File: config.mk
export PLATFORM = sky130hd
export DESIGN_NAME = fifo_write_arbiter
export DESIGN_NICKNAME = d
export VERILOG_FILES = /design/src/rtl/fifo_pkg.sv /design/src/rtl/rr_pick.sv /design/src/rtl/fifo_write_arbiter.sv
export SDC_FILE = /design/constraint.sdc
export NUM_CORES = 1
export LEC_CHECK = 0
export ABC_AREA = 0
export ABC_CLOCK_PERIOD_IN_PS = 3500
export CORE_MARGIN = 5
export CORE_UTILIZATION = 40
export CTS_CLUSTER_DIAMETER = 80
export DETAILED_ROUTE_END_ITERATION = 8
export GPL_TIMING_DRIVEN = 0
export PLACE_DENSITY = 0.85
export SLEW_MARGIN = 5
export SYNTH_ARGS = -nofsm -noshare
export SYNTH_HDL_FRONTEND = slang
export SYNTH_HIERARCHICAL = 1
export SYNTH_SLANG_ARGS = --single-unit
File: constraint.sdc
create_clock -name clk -period 3.5 [get_ports clk]
set_clock_uncertainty 0.2 [all_clocks]
set_input_delay 0.875 -clock clk [delete_from_list [all_inputs] [get_ports clk]]
set_output_delay 0.875 -clock clk [all_outputs]
set_load 0.02 [all_outputs]
File: src/rtl/fifo_pkg.sv
// Shared types and helpers for the FIFO write-side arbiter.
package fifo_pkg;

  typedef enum logic {IDLE, BURST} arb_state_t;

  // Wrap-around increment: idx+1, or 0 once idx reaches n-1 (any n, not just powers of 2).
  function automatic int next_idx(input int idx, input int n);
    return (idx == n - 1) ? 0 : idx + 1;
  endfunction

endpackage

File: src/rtl/rr_pick.sv
// Round-robin picker: first set bit of req, searching upward from rr_ptr with wrap.
module rr_pick #(
  parameter int N_REQ = 4,
  parameter int IW    = 2
) (
  input  logic [N_REQ-1:0] req,
  input  logic [IW-1:0]    rr_ptr,
  output logic             found,
  output logic [IW-1:0]    idx
);

  logic [2*N_REQ-1:0] dbl;
  logic [N_REQ-1:0]   rot;
  logic [IW-1:0]      off;
  logic [IW:0]        sum;

  // Rotate so rr_ptr lands at bit 0; the doubled vector makes any N_REQ wrap cleanly.
  always_comb begin
    dbl = {req, req} >> rr_ptr;
    rot = dbl[N_REQ-1:0];
  end

  // Priority-encode the rotated vector (lowest bit wins), then un-rotate the offset.
  always_comb begin
    found = 1'b0;
    off   = '0;
    for (int k = N_REQ - 1; k >= 0; k--) begin
      if (rot[k]) begin
        found = 1'b1;
        off   = IW'(k);
      end
    end
    sum = {1'b0, rr_ptr} + {1'b0, off};
    if (sum >= (IW+1)'(N_REQ)) sum = sum - (IW+1)'(N_REQ);
    idx = sum[IW-1:0];
  end

endmodule

File: src/rtl/fifo_write_arbiter.sv
// Round-robin burst arbiter sharing one FIFO write port among N_REQ requesters.
module fifo_write_arbiter
  import fifo_pkg::*;
#(
  parameter int N_REQ     = 4,
  parameter int WIDTH     = 8,
  parameter int MAX_BURST = 4,
  localparam int IW = (N_REQ > 1) ? $clog2(N_REQ) : 1,
  localparam int BW = (MAX_BURST > 0) ? $clog2(MAX_BURST + 1) : 1
) (
  input  logic                   clk,
  input  logic                   reset,
  input  logic [N_REQ-1:0]       req,
  input  logic [N_REQ-1:0]       last,
  input  logic [N_REQ*WIDTH-1:0] wdata_in,
  input  logic                   full,
  output logic [N_REQ-1:0]       gnt,
  output logic                   fifo_write,
  output logic [WIDTH-1:0]       fifo_wdata,
  output logic                   busy,
  output logic [IW-1:0]          owner
);

  arb_state_t    state_q, state_d;
  logic [IW-1:0] owner_q, owner_d;
  logic [IW-1:0] rr_q, rr_d;
  logic [BW-1:0] beat_q, beat_d;

  logic          found;
  logic [IW-1:0] pick;
  logic          accept;
  logic          last_beat;

  logic [WIDTH-1:0] words [N_REQ];

  for (genvar i = 0; i < N_REQ; i++) begin : g_words
    assign words[i] = wdata_in[i*WIDTH +: WIDTH];
  end

  rr_pick #(.N_REQ(N_REQ), .IW(IW)) u_pick (
    .req    (req),
    .rr_ptr (rr_q),
    .found  (found),
    .idx    (pick)
  );

  // Beat acceptance; gated by reset so nothing is written in a reset cycle.
  always_comb begin
    accept    = reset && (state_q == BURST) && req[owner_q] && !full;
    last_beat = last[owner_q] || (beat_q == BW'(MAX_BURST - 1));
  end

  // Next-state: arbitrate in IDLE, count beats and detect release in BURST.
  always_comb begin
    state_d = state_q;
    owner_d = owner_q;
    rr_d    = rr_q;
    beat_d  = beat_q;
    case (state_q)
      IDLE: begin
        if (found) begin
          owner_d = pick;
          state_d = BURST;
          beat_d  = '0;
        end
      end
      BURST: begin
        if ((accept && last_beat) || !req[owner_q]) begin
          state_d = IDLE;
          rr_d    = IW'(next_idx(int'(owner_q), N_REQ));
          beat_d  = '0;
        end else if (accept) begin
          beat_d  = beat_q + 1'b1;
        end
      end
      default: state_d = IDLE;
    endcase
  end

  // State registers with synchronous active-low reset.
  always_ff @(posedge clk) begin
    if (!reset) begin
      state_q <= IDLE;
      owner_q <= '0;
      rr_q    <= '0;
      beat_q  <= '0;
    end else begin
      state_q <= state_d;
      owner_q <= owner_d;
      rr_q    <= rr_d;
      beat_q  <= beat_d;
    end
  end

  // Write-side outputs follow the accept strobe combinationally.
  always_comb begin
    gnt = '0;
    if (accept) gnt[owner_q] = 1'b1;
    fifo_write = accept;
    fifo_wdata = accept ? words[owner_q] : '0;
    busy       = (state_q == BURST);
    owner      = busy ? owner_q : '0;
  end

endmodule
==> flow_summary.toml, run 1 <==
[run_status]
outcome = "complete, no violations"

[synthesis]
synth_area_sq_um = 975.9
synthSimpleGateAreaFrac = 0.2462
yosys_warnings = 6
synth_compound_area_frac = 0.1679
synthMuxAreaShare = 0.2641
synth.area.top_cells = "mux4_2, dfxtp_1, ha_1"
synth-seq-cells = 8
synth_top_family_by_area = "multiplexers"
yosysUniqueCellTypes = 36
syn-instance-count = 102
netlist.area_leader.share = 0.2077
synth_nets = 152
synthAdderAreaFrac = 0.08974
yosys.area.top_type = "mux4_2"
avgSynthCellArea_sq_um = 9.568
synth_xor_area_frac = 0.01795
ys_seq_area_frac = 0.1641

[routing]
post-route-drc-count = 0
wl_um = 2996
post_drt_via_cell_ratio = 5.443
drt_pre_antenna_iters = 4
drt-wirelength-per-cell_um = 15.60
ant_nets = 0
vias = 1045
drt_iter0_drc = 29

[timing]
tns_ns = 0
period_share = 0.9792
drv_slew = 0
worstMarginPinSlew_ns = 0.5271
setup_viol_count_final = 0
final_hold_viol_count = 0
fin_crit_ns = 3.427
max_freq_ghz = 0.2918
fin_ws_ns = 0.07275
rsz0062_at_grt = "no"
fin_hold_ws_ns = 0.2810
max_slew_margin = 0.6486

[layout]
syn_to_final_growth_pct = 66.54
layout_common_cells = "clkdlybuf4s50_1, and3_1, mux4_2, clkdlybuf4s15_1, dfxtp_1"
fin_area_sq_um = 1625
finish.utilization = 0.7141
finalNetCount = 216
finalNonFillerCells = 192
drive_above_1_share = 0.1646
layout_commonest_cell = "clkdlybuf4s50_1"
diodes = 0

[critical_path]
slowest_stage = "clkdlybuf4s50_1"
worstPathCellList = "clkdlybuf4s50_1 -> and3b_2 -> clkbuf_2 -> and3_1 -> dlygate4sd2_1"
critPathLaunchType = "input pin"
crit_required_ns = 2.42
cp.arrival_ns = 2.35
path_buf_inv = 3
crit_type = "input pin to primary output"
crit_family = "buffers and inverters"
slowest_delay_ns = 0.48
end_kind = "primary output"
cp_max_fo = 10

[placement]
dpl.hpwl_um = 2497
place_worst_setup_slack_ns = -0.6308
place_area_sq_um = 1592
dp_cells = 188
place_congestion = 0.8155
port_buffers = 58

[job]
max_cap_viol_count = 0

[die]
ios = 59
row_count = 17
die_width_um = 59.40
core_area_sq_um = 2276
die_y_um = 59.40
dieArea_sq_um = 3528
initial_core_util = 0.4288

[global_routing]
grt_remaining_overflow = 0
grt_max_degree = 11
grt_usage = 0.1742
grt_pass1_wl_um = 4802
antenna_found_initial = 0
grt_pass1_vias = 1098

[clock_tree]
cts.clk_slew.worst_paths_ns = 0.06
cts_root_buf = "clkbuf_4"
cts_hold_buf = 0
cts_buffers = 3
cts_htree_levels = 1
insertion_delay_ns = 0.25
clockBufferDepth = 2
clock_sinks = 8
cts_tree = "done"

[pwr]
p_leak_nw = 0.6706
ir_drop_mv = 0.2886
post-layout-total-power_uw = 431.7
powerDensity_nw_per_um2 = 265.6

[worst_hold_path]
hp-class = "flop to flop"
[layer usage]
metal | track usage | routed length [um]
met5 | 0 | 0
met2 | 0.3292 | 1542
met4 | 0.04207 | 45
met1 | 0.1987 | 1189
met3 | 0.03050 | 219
[final cells by class]
class	count	area, sq um
tap	28	35.03
timing repair buffer	59	585.6
multi-input combinational	83	768.2
sequential	8	160.2
buffer	5	31.28
clock buffer	3	22.52
inverter	6	22.52
fill	174	650.6
[state kept, by name, summed over array words and instances, names as in the netlist]
signal,flops
rr_q,2
owner_q,2
beat_q,3
busy,1
[worst reg2reg max path, stage by stage, from the launching register on]
cell and delay (ns):
dfxtp_1 0.47, mux4_2 0.56, buf_4 0.19, a31oi_4 0.21, nor2b_2 0.07, a32o_1 0.20
[synthesized netlist by cell type, drive strengths merged]
| master | n |
|---|---|
| dfxtp | 8 |
| nand2 | 6 |
| or4 | 1 |
| o2bb2ai | 1 |
| o311ai | 1 |
| inv | 6 |
| a2bb2oi | 1 |
| o21a | 2 |
| and2 | 1 |
| and3b | 1 |
| mux2i | 4 |
| nor2 | 7 |
| a32o | 1 |
| xnor2 | 2 |
| nor3 | 1 |
| a22o | 1 |
| nand3b | 1 |
| ha | 7 |
| mux4 | 9 |
| o211ai | 2 |
| nor2b | 7 |
| nand3 | 2 |
| clkbuf | 4 |
| nand2b | 2 |
| buf | 1 |
| o22ai | 3 |
| a21oi | 4 |
| and2b | 1 |
| o211a | 1 |
| and3 | 12 |
| a31oi | 1 |
| mux2 | 1 |
[power by group]
part / total [mW] / internal [mW] / leakage (nW) / switching (mW)
Sequential: 0.117 / 0.100 / 0.0653 / 0.0167
Clock: 0.0727 / 0.0394 / 0.0138 / 0.0334
Combinational: 0.242 / 0.140 / 0.591 / 0.102
[logic make-up (layout without fill, tap and decap cells)]
group                      after synthesis  count (layout)
adders and majority gates                7               7
buffers and inverters                   11              73
xor gates and xnor gates                 2               2
muxes                                   14              14
and+or+nand+nor                         42              42
DFF                                      8               8
AOI/OAI and AO/OA                       18              18
[path summary, 6_finish.rpt]
path	from	to	slack [ns]	cells past startpoint
max	full	fifo_wdata[4]	0.07	5
min	beat_q[2]	beat_q[2]	0.28	1
max reg2reg	owner_q[0]	beat_q[1]	1.51	5
min reg2reg	beat_q[2]	beat_q[2]	0.28	1
[timing repair]
item | 4_1_cts | 5_1_grt
setup endpoints to repair | 13 | 3
resized for setup | 35 | 1
setup buffers | 1 | 0
(Power assumes the default switching activity.)
==> run 2, diff against run 1 <==
Settings changed: ABC_CLOCK_PERIOD_IN_PS 3500 to 2790, CORE_UTILIZATION 40 to 34, PLACE_DENSITY 0.85 to 0.77, SLEW_MARGIN 5 to 15.
Clock period 3.5 ns to 2.79 ns, I/O delays scaled along.
==> run 2 against run 1 <==
  * Clock power is 25% higher
  * Combinational power is 39% higher
  * Clock-buffer cell count unchanged
  * Largest power group unchanged
  * Highest routed layer unchanged
==> flow_summary.toml, run 2 (same netlist as run 1, synthesis figures left out) <==
[run_status]
outcome = "complete, no violations"

[critical_path]
crit_required_ns = 1.89
ff2ff_setup_slack_ns = 0.84
end_kind = "primary output"
critPathLaunchType = "input pin"
cp.arrival_ns = 1.88
crit_type = "input pin to primary output"
cp_max_fo = 1
reg2reg_to = "owner_q[1]"
reg2reg_depth = 9
worstReg2RegStart = "rr_q[1]"

[layout]
largest_register = "beat_q"
multiInputGateArea_sq_um = 808.3
syn_to_final_growth_pct = 75.38
largest_reg_flops = 3
seq_area_sq_um = 161.4
reg_top3 = "beat_q (3), owner_q (2), rr_q (2)"
finalNetCount = 218
diodes = 0
fin_area_sq_um = 1712
layout_common_cells = "clkdlybuf4s50_1, buf_6, mux4_2, dlymetal6s2s_1, and3_4"
layout_commonest_cell = "clkdlybuf4s50_1"
fillCellCount = 240
drive_above_1_share = 0.3193

[placement]
place_congestion = 0.8150
dpl.hpwl_um = 2716
port_buffers = 58
place_worst_setup_slack_ns = -1.084
place_area_sq_um = 1595

[worst_hold_path]
hold_end = "beat_q[2]"
worstHoldStart = "beat_q[2]"
hp-class = "flop to flop"
hold-path-cell-count = 1

[die]
die_width_um = 63.58
initial_core_util = 0.3539
dieArea_sq_um = 4042
core_area_sq_um = 2758
ios = 59
row_count = 19
die_y_um = 63.58

[pwr]
post-layout-total-power_uw = 575.6
powerDensity_nw_per_um2 = 336.3
p_leak_nw = 0.7837
ir_drop_mv = 0.2799

[routing]
wl_um = 3649
drt_iter0_drc = 45
vias = 1104
ant_nets = 0
post_drt_via_cell_ratio = 5.604
drt-wirelength-per-cell_um = 18.52
drt_pre_antenna_iters = 4
post-route-drc-count = 0

[global_routing]
grt_pass1_wl_um = 5782
antenna_found_initial = 0
grt_pass1_vias = 1139
grt_max_degree = 11
grt_usage = 0.1802
grt_remaining_overflow = 0

[job]
max_cap_viol_count = 0

[clock_tree]
clock_sinks = 8
cts_buffers = 3
cts.clk_slew.worst_paths_ns = 0.05
clockBufferDepth = 2
insertion_delay_ns = 0.26
cts_root_buf = "clkbuf_4"
cts_tree = "done"
cts_htree_levels = 1

[timing]
drv_slew = 0
fin_crit_ns = 2.773
max_freq_ghz = 0.3606
max_slew_margin = 0.7336
fin_ws_ns = 0.01717
period_share = 0.9938
worstMarginPinSlew_ns = 0.3995
setup_viol_count_final = 0
fin_hold_ws_ns = 0.2666
final_hold_viol_count = 0
tns_ns = 0
==> run 2: worst max-delay path by stage <==
stage | startpoint | end | depth (start not counted)
after detailed placement | req[0] | fifo_wdata[0] | 5
after floorplan | req[3] | gnt[1] | 3
after global routing | wdata_in[6] | fifo_wdata[6] | 4
after CTS | wdata_in[8] | fifo_wdata[0] | 4
after global placement | req[0] | fifo_wdata[0] | 5
final | wdata_in[6] | fifo_wdata[6] | 4
==> run 2: cell type report <==
type / count / share of cell area
Buffer: 5 / 0.02997
Sequential cell: 8 / 0.09430
Tap cell: 31 / 0.02266
Inverter: 6 / 0.01316
Clock buffer: 3 / 0.01316
Multi-Input combinational cell: 83 / 0.4722
Timing Repair Buffer: 61 / 0.3545
==> run 2: power breakdown <==
part           leakage (nW)  switching, mW  internal [mW]  total (mW)
Sequential           0.0657         0.0207          0.126       0.147
Clock                0.0138         0.0418         0.0494      0.0912
Combinational         0.704          0.143          0.194       0.337
Total                 0.784          0.206          0.370       0.576
==> run 2: layer usage <==
layer | share of wire | track usage | vias to the layer above
met1 | 0.41 | 0.2069 | 527
met3 | 0.087 | 0.04085 | 4
met4 | 0.012 | 0.04675 | 0
met5 | 0 | 0 | -
met2 | 0.49 | 0.3299 | 63
li1 | - | - | 510
==> run 2: stage by stage <==
| stage | utilization | instances |
|---|---|---|
| finish | 0.6207 | 197 |
| global route | 0.6207 | 197 |
| CTS | 0.6007 | 197 |
| detailed placement | 0.5785 | 191 |
| global placement | 0.5785 | 191 |
| floorplan | - | 102 |
==> run 2: timing repair <==
item	CTS	global route
gates cloned	1	0
pin swaps	1	6
setup endpoints to repair	14	14
hold buffers	0	0
buffers inserted	2	1
gates resized for setup	99	24
==> run 2: worst max-delay path: stages <==
cell and delay, ns:
clkdlybuf4s50_1 0.41, mux4_2 0.47, and3_4 0.17, buf_6 0.13
